--- config.mk ---
export PLATFORM = sky130hd
export DESIGN_NAME = mdd_access_ctrl
export DESIGN_NICKNAME = d
export VERILOG_FILES = /design/src/rtl/nrisc_defs_pkg.sv /design/src/rtl/mdd_addr_gen.sv /design/src/rtl/mdd_access_ctrl.sv
export SDC_FILE = /design/constraint.sdc
export NUM_CORES = 1
export LEC_CHECK = 0
export CORE_MARGIN = 5
export CORE_UTILIZATION = 48
export CTS_CLUSTER_SIZE = 20
export DETAILED_ROUTE_END_ITERATION = 10
export MAX_ROUTING_LAYER = met4
export PLACE_DENSITY = 0.89
export SYNTH_ARGS = -nofsm -noshare
export SYNTH_HDL_FRONTEND = slang
export SYNTH_HIERARCHICAL = 1
export SYNTH_SLANG_ARGS = --single-unit
--- constraint.sdc ---
create_clock -name clock -period 3.94 [get_ports clock]
set_input_delay 0.394 -clock clock [delete_from_list [all_inputs] [get_ports clock]]
set_output_delay 0.394 -clock clock [all_outputs]
set_load 0.05 [all_outputs]
--- src/rtl/nrisc_defs_pkg.sv ---
// Shared nRISC definitions: default datapath widths and the load/store FSM encoding.
package nrisc_defs;

  localparam int DATA_W_DEF = 8;
  localparam int ADDR_W_DEF = 8;

  localparam logic [1:0] ST_IDLE  = 2'd0;
  localparam logic [1:0] ST_WRITE = 2'd1;
  localparam logic [1:0] ST_READ  = 2'd2;
  localparam logic [1:0] ST_RESP  = 2'd3;

endpackage

--- src/rtl/mdd_addr_gen.sv ---
// Effective address adder: base + immediate, wrapping modulo 2^ADDR_W.
module mdd_addr_gen
  import nrisc_defs::*;
#(
  parameter int ADDR_W = ADDR_W_DEF
) (
  input  logic [ADDR_W-1:0] base,
  input  logic [ADDR_W-1:0] imm,
  output logic [ADDR_W-1:0] addr
);

  // Same-width sum so the carry out falls off the top.
  assign addr = base + imm;

endmodule

--- src/rtl/mdd_access_ctrl.sv ---
// Load/store initiator for the MDD data memory: one outstanding request, Moore outputs.
module mdd_access_ctrl
  import nrisc_defs::*;
#(
  parameter int DATA_W       = DATA_W_DEF,
  parameter int ADDR_W       = ADDR_W_DEF,
  parameter int READ_LATENCY = 1
) (
  input  logic              clock,
  input  logic              reset,
  input  logic              req_valid,
  output logic              req_ready,
  input  logic              req_we,
  input  logic [ADDR_W-1:0] req_base,
  input  logic [ADDR_W-1:0] req_imm,
  input  logic [DATA_W-1:0] req_wdata,
  output logic              resp_valid,
  input  logic              resp_ready,
  output logic              resp_is_store,
  output logic [DATA_W-1:0] resp_rdata,
  output logic [ADDR_W-1:0] mem_address,
  output logic [DATA_W-1:0] mem_write_data,
  output logic              mem_write,
  output logic              mem_read,
  input  logic [DATA_W-1:0] mem_data
);

  logic [1:0]        state;
  logic [3:0]        lat_cnt;
  logic [ADDR_W-1:0] eff_addr;

  mdd_addr_gen #(.ADDR_W(ADDR_W)) u_addr_gen (
    .base (req_base),
    .imm  (req_imm),
    .addr (eff_addr)
  );

  // Every output is its own flop, updated alongside the state, so nothing
  // combinational reaches the ports from req_* or resp_ready.
  // NOTE: non-blocking assignments throughout; every flop samples pre-edge values.
  always_ff @(posedge clock) begin
    if (reset) begin
      state          <= ST_IDLE;
      lat_cnt        <= 4'd0;
      req_ready      <= 1'b1;
      resp_valid     <= 1'b0;
      resp_is_store  <= 1'b0;
      resp_rdata     <= '0;
      mem_address    <= '0;
      mem_write_data <= '0;
      mem_write      <= 1'b0;
      mem_read       <= 1'b0;
    end else begin
      case (state)
        ST_IDLE: begin
          if (req_valid) begin
            req_ready   <= 1'b0;
            mem_address <= eff_addr;
            if (req_we) begin
              state          <= ST_WRITE;
              mem_write      <= 1'b1;
              mem_write_data <= req_wdata;
            end else begin
              state    <= ST_READ;
              mem_read <= 1'b1;
              lat_cnt  <= 4'(READ_LATENCY - 1);
            end
          end
        end
        ST_WRITE: begin
          state          <= ST_RESP;
          mem_write      <= 1'b0;
          mem_write_data <= '0;
          resp_valid     <= 1'b1;
          resp_is_store  <= 1'b1;
          resp_rdata     <= '0;
        end
        ST_READ: begin
          if (lat_cnt == 4'd0) begin
            state         <= ST_RESP;
            mem_read      <= 1'b0;
            resp_valid    <= 1'b1;
            resp_is_store <= 1'b0;
            resp_rdata    <= mem_data;
          end else begin
            lat_cnt <= lat_cnt - 4'd1;
          end
        end
        default: begin
          if (resp_ready) begin
            state      <= ST_IDLE;
            resp_valid <= 1'b0;
            req_ready  <= 1'b1;
          end
        end
      endcase
    end
  end

endmodule
# ---- Word level (Yosys, flattened, before mapping)
# Cells that the tools add are included.
# Widths: inputs -> output; s select.
dict set report classes {
  n_bitwise 2
  n_mux 28
  add_sub_neg 2
  reduce_logical 17
  eq_ne 7
}
# op count
set ops {}
lappend ops {{$pmux 8 s2} 2}
lappend ops {{$mux 8} 3}
lappend ops {{$mux 4} 3}
lappend ops {{$reduce_and 3->1} 4}
lappend ops {{$ne 2x2->1 const B} 5}
lappend ops {{$mux 1} 9}
lappend ops {{$add 8x8->8} 1}
lappend ops {{$mux 2} 4}
lappend ops {{$pmux 1 s2} 4}
lappend ops {{$pmux 4 s2} 1}
lappend ops {{$reduce_and 4->1} 2}
lappend ops {{$reduce_bool 2->1} 4}
lappend ops {{$pmux 2 s3} 1}
lappend ops {{$logic_not 4->1} 1}
lappend ops {{$reduce_and 2->1} 2}
lappend ops {{$reduce_bool 4->1} 1}
lappend ops {{$sub 4x1->4 const B} 1}
lappend ops {{$pmux 1 s3} 1}
lappend ops {{$reduce_bool 3->1} 1}
lappend ops {{$eq 2x1->1 const B} 1}
lappend ops {{$eq 2x2->1 const B} 1}
lappend ops {{$logic_not 2->1} 1}
lappend ops {{$not 1->1} 2}
lappend ops {{$reduce_or 2->1} 1}
dict set report word_totals {
  word_cells 66
  out_inout_bits 29
  ff_bits 35
}

# ---- Longest topological paths before layout
# Gate-level depths: netlist of the first run.
dict set report depth {
  word_depth 4
  depth_mapped 7
}

# ---- By module
# The synthesis of the first run kept the hierarchy.
# mod area_each_um2 instances cells_per_inst seq_area_each_um2
set modules_own_cells {}
lappend modules_own_cells {mdd_access_ctrl 1589.0 1 189 700.7}
lappend modules_own_cells {mdd_addr_gen 309.0 1 38 0.0}

# ---- Least setup slack after synthesis of the first run
# No wires, ideal clock.
dict set report synth_timing {
  path_type {input port to flip-flop}
  from {in req_base[0]}
  to {reg mem_address[6]}
  n_path_buf 0
  setup_time_ns 0.132
  stages 7
  arrival_time_ns 1.659
  path_slack_ns 2.149
  path_cell_list {ha_1 fa_1 a211oi_1 or4b_1 o2111ai_1 nand3_1 a21oi_1}
}
dict set report synth_between {
  elab_chain_cells 1
}
# item line_no
set synth_lines {}
lappend synth_lines {{from (decl)} mdd_access_ctrl.sv:14} ;# input logic [ADDR_W-1:0] req_base,
lappend synth_lines {{$add 8x8->8} mdd_addr_gen.sv:13} ;# assign addr = base + imm;
lappend synth_lines {{net eff_addr[6]} mdd_access_ctrl.sv:30} ;# logic [ADDR_W-1:0] eff_addr;
lappend synth_lines {{to (signal assigned)} mdd_access_ctrl.sv:58} ;# mem_address <= eff_addr;
lappend synth_lines {{to (decl)} mdd_access_ctrl.sv:21} ;# output logic [ADDR_W-1:0] mem_address,
# The timed path passes the listed nets, and every way through them passes these cells.
# A chain may end at the register's enable or synchronous reset.

# ---- Worst setup path after layout of the first run
dict set report layout_timing {
  from {reg state[0]}
  to {reg lat_cnt[2]}
}
dict set report layout_between {
  elab_chain_cells 3
}
# item line_no
set layout_lines {}
lappend layout_lines {{from (decl)} mdd_access_ctrl.sv:28} ;# logic [1:0] state;
lappend layout_lines {{from (signal assigned)} mdd_access_ctrl.sv:43} ;# state <= ST_IDLE;
lappend layout_lines {{from (signal assigned)} mdd_access_ctrl.sv:60} ;# state <= ST_WRITE;
lappend layout_lines {{from (signal assigned)} mdd_access_ctrl.sv:64} ;# state <= ST_READ;
lappend layout_lines {{$eq 2x2->1 / $logic_not 2->1 (equally long branches)} mdd_access_ctrl.sv:54} ;# case (state)
lappend layout_lines {{$ne 2x2->1 (no line) / $reduce_bool 2->1 (equally long branches)} -}
lappend layout_lines {{$reduce_and 4->1 (no line)} -}
lappend layout_lines {{to (signal assigned)} mdd_access_ctrl.sv:66} ;# lat_cnt <= 4'(READ_LATENCY - 1);
lappend layout_lines {{to (signal assigned)} mdd_access_ctrl.sv:86} ;# lat_cnt <= lat_cnt - 4'd1;
lappend layout_lines {{to (decl)} mdd_access_ctrl.sv:29} ;# logic [3:0] lat_cnt;
# Parallel ways exist; a longest one is shown, timed or not.

==> flow_metrics.tcl, run 1 <==
set metrics [dict create \
    diodes 0 \
    multiInputGateArea_sq_um 1120 \
    synth_area_per_cell_sq_um 8.36 \
    clock_sinks 35 \
    fin_crit_sh_pct 52.7 \
    yosysWarnings 6 \
    fp.coreArea_sq_um 3740 \
    syn2layout_area_growth_pct 40.0 \
    maxSlewViolCount 0 \
    yosysTopAreaCell "dfxtp_1" \
    max-cap-violations 0 \
    grt_pass1_vias 1721 \
    seq_area_frac_synth_pct 36.9 \
    crit_arrival_ns 2.27 \
    grt_setup_unrepaired "false" \
    start_util_pct 50.7 \
    finClkSkew_ns 0.0105 \
    cts-root-buf "clkbuf_8" \
    clk_pin_slew_ns 0.08 \
    fillCellCount 307 \
    fp-row-count 22 \
    power_density_nw_per_um2 636 \
    gp_congestion 0.892 \
    grt_overflow 0 \
    first_pass_iters 4 \
    setup.worst_path.end_class "flip-flop" \
    final_nets 341 \
    hpwl_mm 3.67 \
    die_y_um 72.9 \
    track_usage_pct 18.7 \
    grt_max_degree 38 \
    synth_top_area_share_pct 36.9 \
    dieArea_sq_um 5310 \
    crit_path_start_kind "flip-flop" \
    rrSetupSlack_ns 1.86 \
    synth_nets 280 \
    drc 0 \
    path_max_fanout 17 \
    final_util_pct 71.0 \
    synth-edff-count 0 \
    antenna_found_initial 0 \
    worst_pin_slew_ns 0.632 \
    regArea_sq_um 701 \
    max_stage_delay_ns 0.59 \
    die_w_um 72.9 \
    p_leak_nw 0.981 \
    cts_setup_buffers 0 \
    drt-total-wl_mm 4.76 \
    finalSetupViolCount 0 \
    whs_ns 0.450 \
    wire_per_inst_um 14.1 \
    ys_seq_elements 35 \
    drt_iter0_drc 112 \
    ioPinCount 66 \
    slew_headroom_pct 57.9 \
    ant_nets 0 \
    synth_cells 227 \
    postCtsHoldBufs 0 \
    hp-class "reg -> reg" \
    setup_tns_ns 0 \
    cp.required_ns 4.13 \
    ys.flop_type "dfxtp_1" \
    cp_slowest_cell "ha_1" \
    htree_levels 2 \
    max_freq_mhz 482 \
    ctsLongestPathBuffers 2 \
    finalCriticalPeriod_ns 2.08 \
    cts_tree "yes" \
    grt_pass1_wl_mm 7.65 \
    viasPerCell 5.42 \
    worstPathCellList "inv_1, ha_1, nor2_1, a211oi_2, o21ai_0, a32o_1" \
    crit_type "reg -> reg" \
    synth_area_leaders "dfxtp_1 37%, ha_1 9.9%, a21oi_1 9.2%" \
    routed-via-count 1827 \
    synth.distinct_cells 41 \
    synthesis.area_sq_um 1900 \
    insertion_delay_ns 0.29 \
    peakVddDrop_uv 301 \
    place.port_buffers 65 \
    async_flop_share_pct 0 \
    cts_made_buffers 5 \
    layout-drive-gt1-share_pct 5.54 \
    cts_resized 0 \
    outcome "complete, no violations" \
    finalHoldViolCount 0 \
    ys_top_cells_by_count "35 x a21oi_1, 35 x dfxtp_1, 31 x nand2_1" \
]
-- critical path, delay by kind of cell (launching register included) --
family	cells	cell delay [ns]
compound gates	3	0.76
simple gates	1	0.15
buf+inv	1	0.15
fa+ha+maj	1	0.59
flops	1	0.33
-- registers in the layout (all words and copies together), names as in the netlist --
| name | count |
|---|---|
| mem_address | 8 |
| mem_write_data | 8 |
| resp_rdata | 8 |
| lat_cnt | 4 |
| state | 2 |
| mem_read | 1 |
| mem_write | 1 |
| req_ready | 1 |
| resp_is_store | 1 |
| resp_valid | 1 |
-- cells by family (layout without fill, tap and decap cells) --
kind of cell,count (synthesis),in the layout,synth area share (%)
AOI/OAI and AO/OA,64,64,22.0
muxes,2,2,1.05
and+or+nand+nor,84,84,22.5
adders and majority gates,16,16,10.9
xor gates and xnor gates,5,5,2.31
DFF,35,35,36.9
buffers and inverters,21,83,4.28
-- cell usage in the layout, fill, tap and decap left out, types with 9 or more instances in the layout --
cell	n
a21oi_1	35
clkdlybuf4s50_1	65
dfxtp_1	35
ha_1	15
inv_1	9
nand2_1	31
nand3_1	19
nand3b_1	9
nor2_1	10
-- per-stage QoR --
step | instance area (sq um) | std cells | setup slack [ns] | total power [mW]
CTS | 2660 | 337 | 1.86 | 1.70
global placement | 2570 | 329 | 1.66 | 1.42
floorplan | 1900 | 227 | 2.15 | 1.18
detailed placement | 2570 | 329 | 1.58 | 1.44
global route | 2660 | 337 | 1.64 | 1.81
finish | 2660 | 337 | 1.86 | 1.69
-- area by class of cell --
class | count | share of cell area [%]
tap | 48 | 2.26
inverter | 9 | 1.27
clock buffer | 5 | 2.59
sequential | 35 | 26.4
multi-input combinational | 171 | 42.0
clock inverter | 3 | 0.753
timing repair buffer | 66 | 24.8
-- power by group --
| group | switching (mW) | total (mW) | internal, mW |
|---|---|---|---|
| Sequential | 0.0452 | 0.475 | 0.430 |
| Combinational | 0.613 | 0.959 | 0.346 |
| Clock | 0.133 | 0.256 | 0.123 |
-- per-layer routing --
layer	up-vias	GRT usage [%]	part of all wire, %
li1	927	-	-
met4	0	7.79	1.9
met3	7	3.44	5.6
met2	52	30.3	50
met5	-	-	0
met1	841	22.9	43
-- worst paths after layout --
kind / start / to / cells past startpoint
setup / recovery: state[0] / lat_cnt[2] / 6
hold / removal: mem_write_data[3] / mem_write_data[3] / 2
setup reg to reg: state[0] / lat_cnt[2] / 6
hold reg to reg: mem_write_data[3] / mem_write_data[3] / 2
(Power assumes the default switching activity.)
==> inputs of run 2 (changes only) <==
--- a/config.mk
+++ b/config.mk
@@ -6,11 +6,11 @@
 export NUM_CORES = 1
 export LEC_CHECK = 0
 export CORE_MARGIN = 5
-export CORE_UTILIZATION = 48
+export CORE_UTILIZATION = 41
 export CTS_CLUSTER_SIZE = 20
 export DETAILED_ROUTE_END_ITERATION = 10
 export MAX_ROUTING_LAYER = met4
-export PLACE_DENSITY = 0.89
+export PLACE_DENSITY = 0.82
 export SYNTH_ARGS = -nofsm -noshare
 export SYNTH_HDL_FRONTEND = slang
 export SYNTH_HIERARCHICAL = 1
==> constraint.sdc (replaced) <==
create_clock -name clock -period 1.8 [get_ports clock]
set_input_delay 0.18 -clock clock [delete_from_list [all_inputs] [get_ports clock]]
set_output_delay 0.18 -clock clock [all_outputs]
set_load 0.05 [all_outputs]
==> run 2 against run 1 <==
Global-route usage shrank 1.7 points. Power grew 140%. Sequential share of layout area shrank 2.1 points. Utilization shrank 5.3 points. Via count grew 6.1%. Highest routed layer unchanged. Worst setup slack lost 1.8 ns. Final area grew 9.0%. Routed wire length grew 9.5%. First-iteration DRC count shrank 29%. Sequential power grew 120%. Register-to-register slack lost 1.8 ns.
==> flow_metrics.tcl, run 2 (synthesis gave the netlist of run 1 again) <==
set metrics [dict create \
    outcome "complete, no violations" \
    slew_headroom_pct 64.6 \
    place.port_buffers 65 \
    grt_pass1_vias 1813 \
    setup_slack_ns 0.0483 \
    track_usage_pct 17.0 \
    hp-class "in -> reg" \
    rr_worst_depth 6 \
    layout-drive-gt1-share_pct 15.8 \
    final_common_cell "clkdlybuf4s50_1" \
    most-common-layout-cells "63 x clkdlybuf4s50_1, 35 x a21oi_1, 34 x dfxtp_1, 31 x nand2_1, 22 x buf_4" \
    finalSetupViolCount 0 \
    pre_cts_slack_ns -0.338 \
    cts_tree "yes" \
    start_util_pct 43.0 \
    antenna_found_initial 0 \
    grt_overflow 0 \
    insertion_delay_ns 0.29 \
    viasPerCell 5.35 \
    fin_area_sq_um 2900 \
    multiInputGateArea_sq_um 1180 \
    die_w_um 78.0 \
    die_y_um 78.0 \
    max_freq_mhz 571 \
    wire_per_inst_um 14.4 \
    placed_area_sq_um 2720 \
    ctsLongestPathBuffers 2 \
    whs_ns 0.356 \
    syn2layout_area_growth_pct 52.7 \
    cts-root-buf "clkbuf_8" \
    first_pass_iters 4 \
    maxSlewViolCount 0 \
    hpwl_mm 3.88 \
    drt-total-wl_mm 5.21 \
    drc 0 \
    crit_buf_inv 1 \
    dieArea_sq_um 6090 \
    final_nets 362 \
    cp_slowest_cell "or4b_1" \
    crit_type "in -> reg" \
    routed-via-count 1938 \
    diodes 0 \
    fp-row-count 24 \
    fin_crit_sh_pct 97.3 \
    crit_arrival_ns 1.97 \
    gp_congestion 0.882 \
    grt_pass1_wl_mm 8.25 \
    worst_pin_slew_ns 0.529 \
    finClkSkew_ns 0.00490 \
    ant_nets 0 \
    max_stage_delay_ns 0.56 \
    cts_made_buffers 5 \
    worst-path-stages 7 \
    hold_depth 4 \
    max-cap-violations 0 \
    ioPinCount 66 \
    regArea_sq_um 702 \
    clk_pin_slew_ns 0.06 \
    grt_max_degree 23 \
    drt_iter0_drc 79 \
    setup.worst_path.end_class "flip-flop" \
    path_max_fanout 3 \
    worstPathCellList "clkdlybuf4s50_1, fa_2, a211oi_2, or4b_1, o2111ai_2, nand3_1, a21oi_1" \
    p_leak_nw 1.13 \
    reg_top3 "mem_address: 8 flops, mem_write_data: 8 flops, resp_rdata: 8 flops" \
    finalCriticalPeriod_ns 1.75 \
    fp.coreArea_sq_um 4410 \
    fillCellCount 374 \
    grt_setup_unrepaired "true" \
    fin_total_pwr_mw 4.01 \
    power_density_nw_per_um2 1390 \
    peakVddDrop_uv 866 \
    clock_sinks 35 \
    htree_levels 2 \
    crit_path_start_kind "input port" \
    cp.required_ns 2.02 \
    finalHoldViolCount 0 \
    crit_family "simple AND/OR/NAND/NOR gates" \
    final_util_pct 65.6 \
]
==> run 2: where the power goes <==
part | leakage (nW) | switching [mW] | total, mW | internal (mW)
Combinational | 0.788 | 1.43 | 2.34 | 0.911
Clock | 0.0515 | 0.272 | 0.621 | 0.349
Sequential | 0.286 | 0.109 | 1.05 | 0.943
Total | 1.13 | 1.81 | 4.01 | 2.20
==> run 2: worst register-to-register path: stages, from the launching register on <==
cell and delay (ns):
dfxtp_2 0.34, inv_2 0.07, ha_1 0.16, or3b_4 0.46
a211oi_1 0.31, mux2i_1 0.22, nor2_1 0.07
==> run 2: path summary, 6_finish.rpt <==
path,startpoint,endpoint,slack (ns)
max,req_base[1],mem_address[6],0.05
min,req_base[0],mem_address[0],0.36
max reg2reg,lat_cnt[0],resp_valid,0.06
min reg2reg,mem_write_data[1],mem_write_data[1],0.45
==> run 2: what timing repair did <==
action | 4_1_cts | 5_1_grt
gates resized for setup | 1 | 16
endpoints found under the setup margin | 1 | 17
buffers inserted | 0 | 1
hold buffers | 0 | 0
pin swaps | 0 | 9
gates cloned | 0 | 0
==> run 2: final cells by class <==
cell class              count  share of cell area [%]
flip-flops and latches     35                    24.2
well taps                  52                    2.25
repair buffers             87                    28.3
multi-input cells         171                    40.6
inverters                   9                    1.17
clock buffers               8                    3.45
==> run 2: stage by stage <==
stage                     instances  TNS [ns]
after CTS                       361         0
after global routing            362   -0.0160
final                           362         0
after floorplan                 227         0
after global placement          353    -0.596
after detailed placement        353    -0.831
==> run 2: layer usage <==
layer	track usage, %	vias up	part of all wire, %
met4	5.91	0	1.5
met2	27.3	67	47
li1	-	963	-
met5	-	-	0
met1	19.7	901	44
met3	5.95	7	7.6
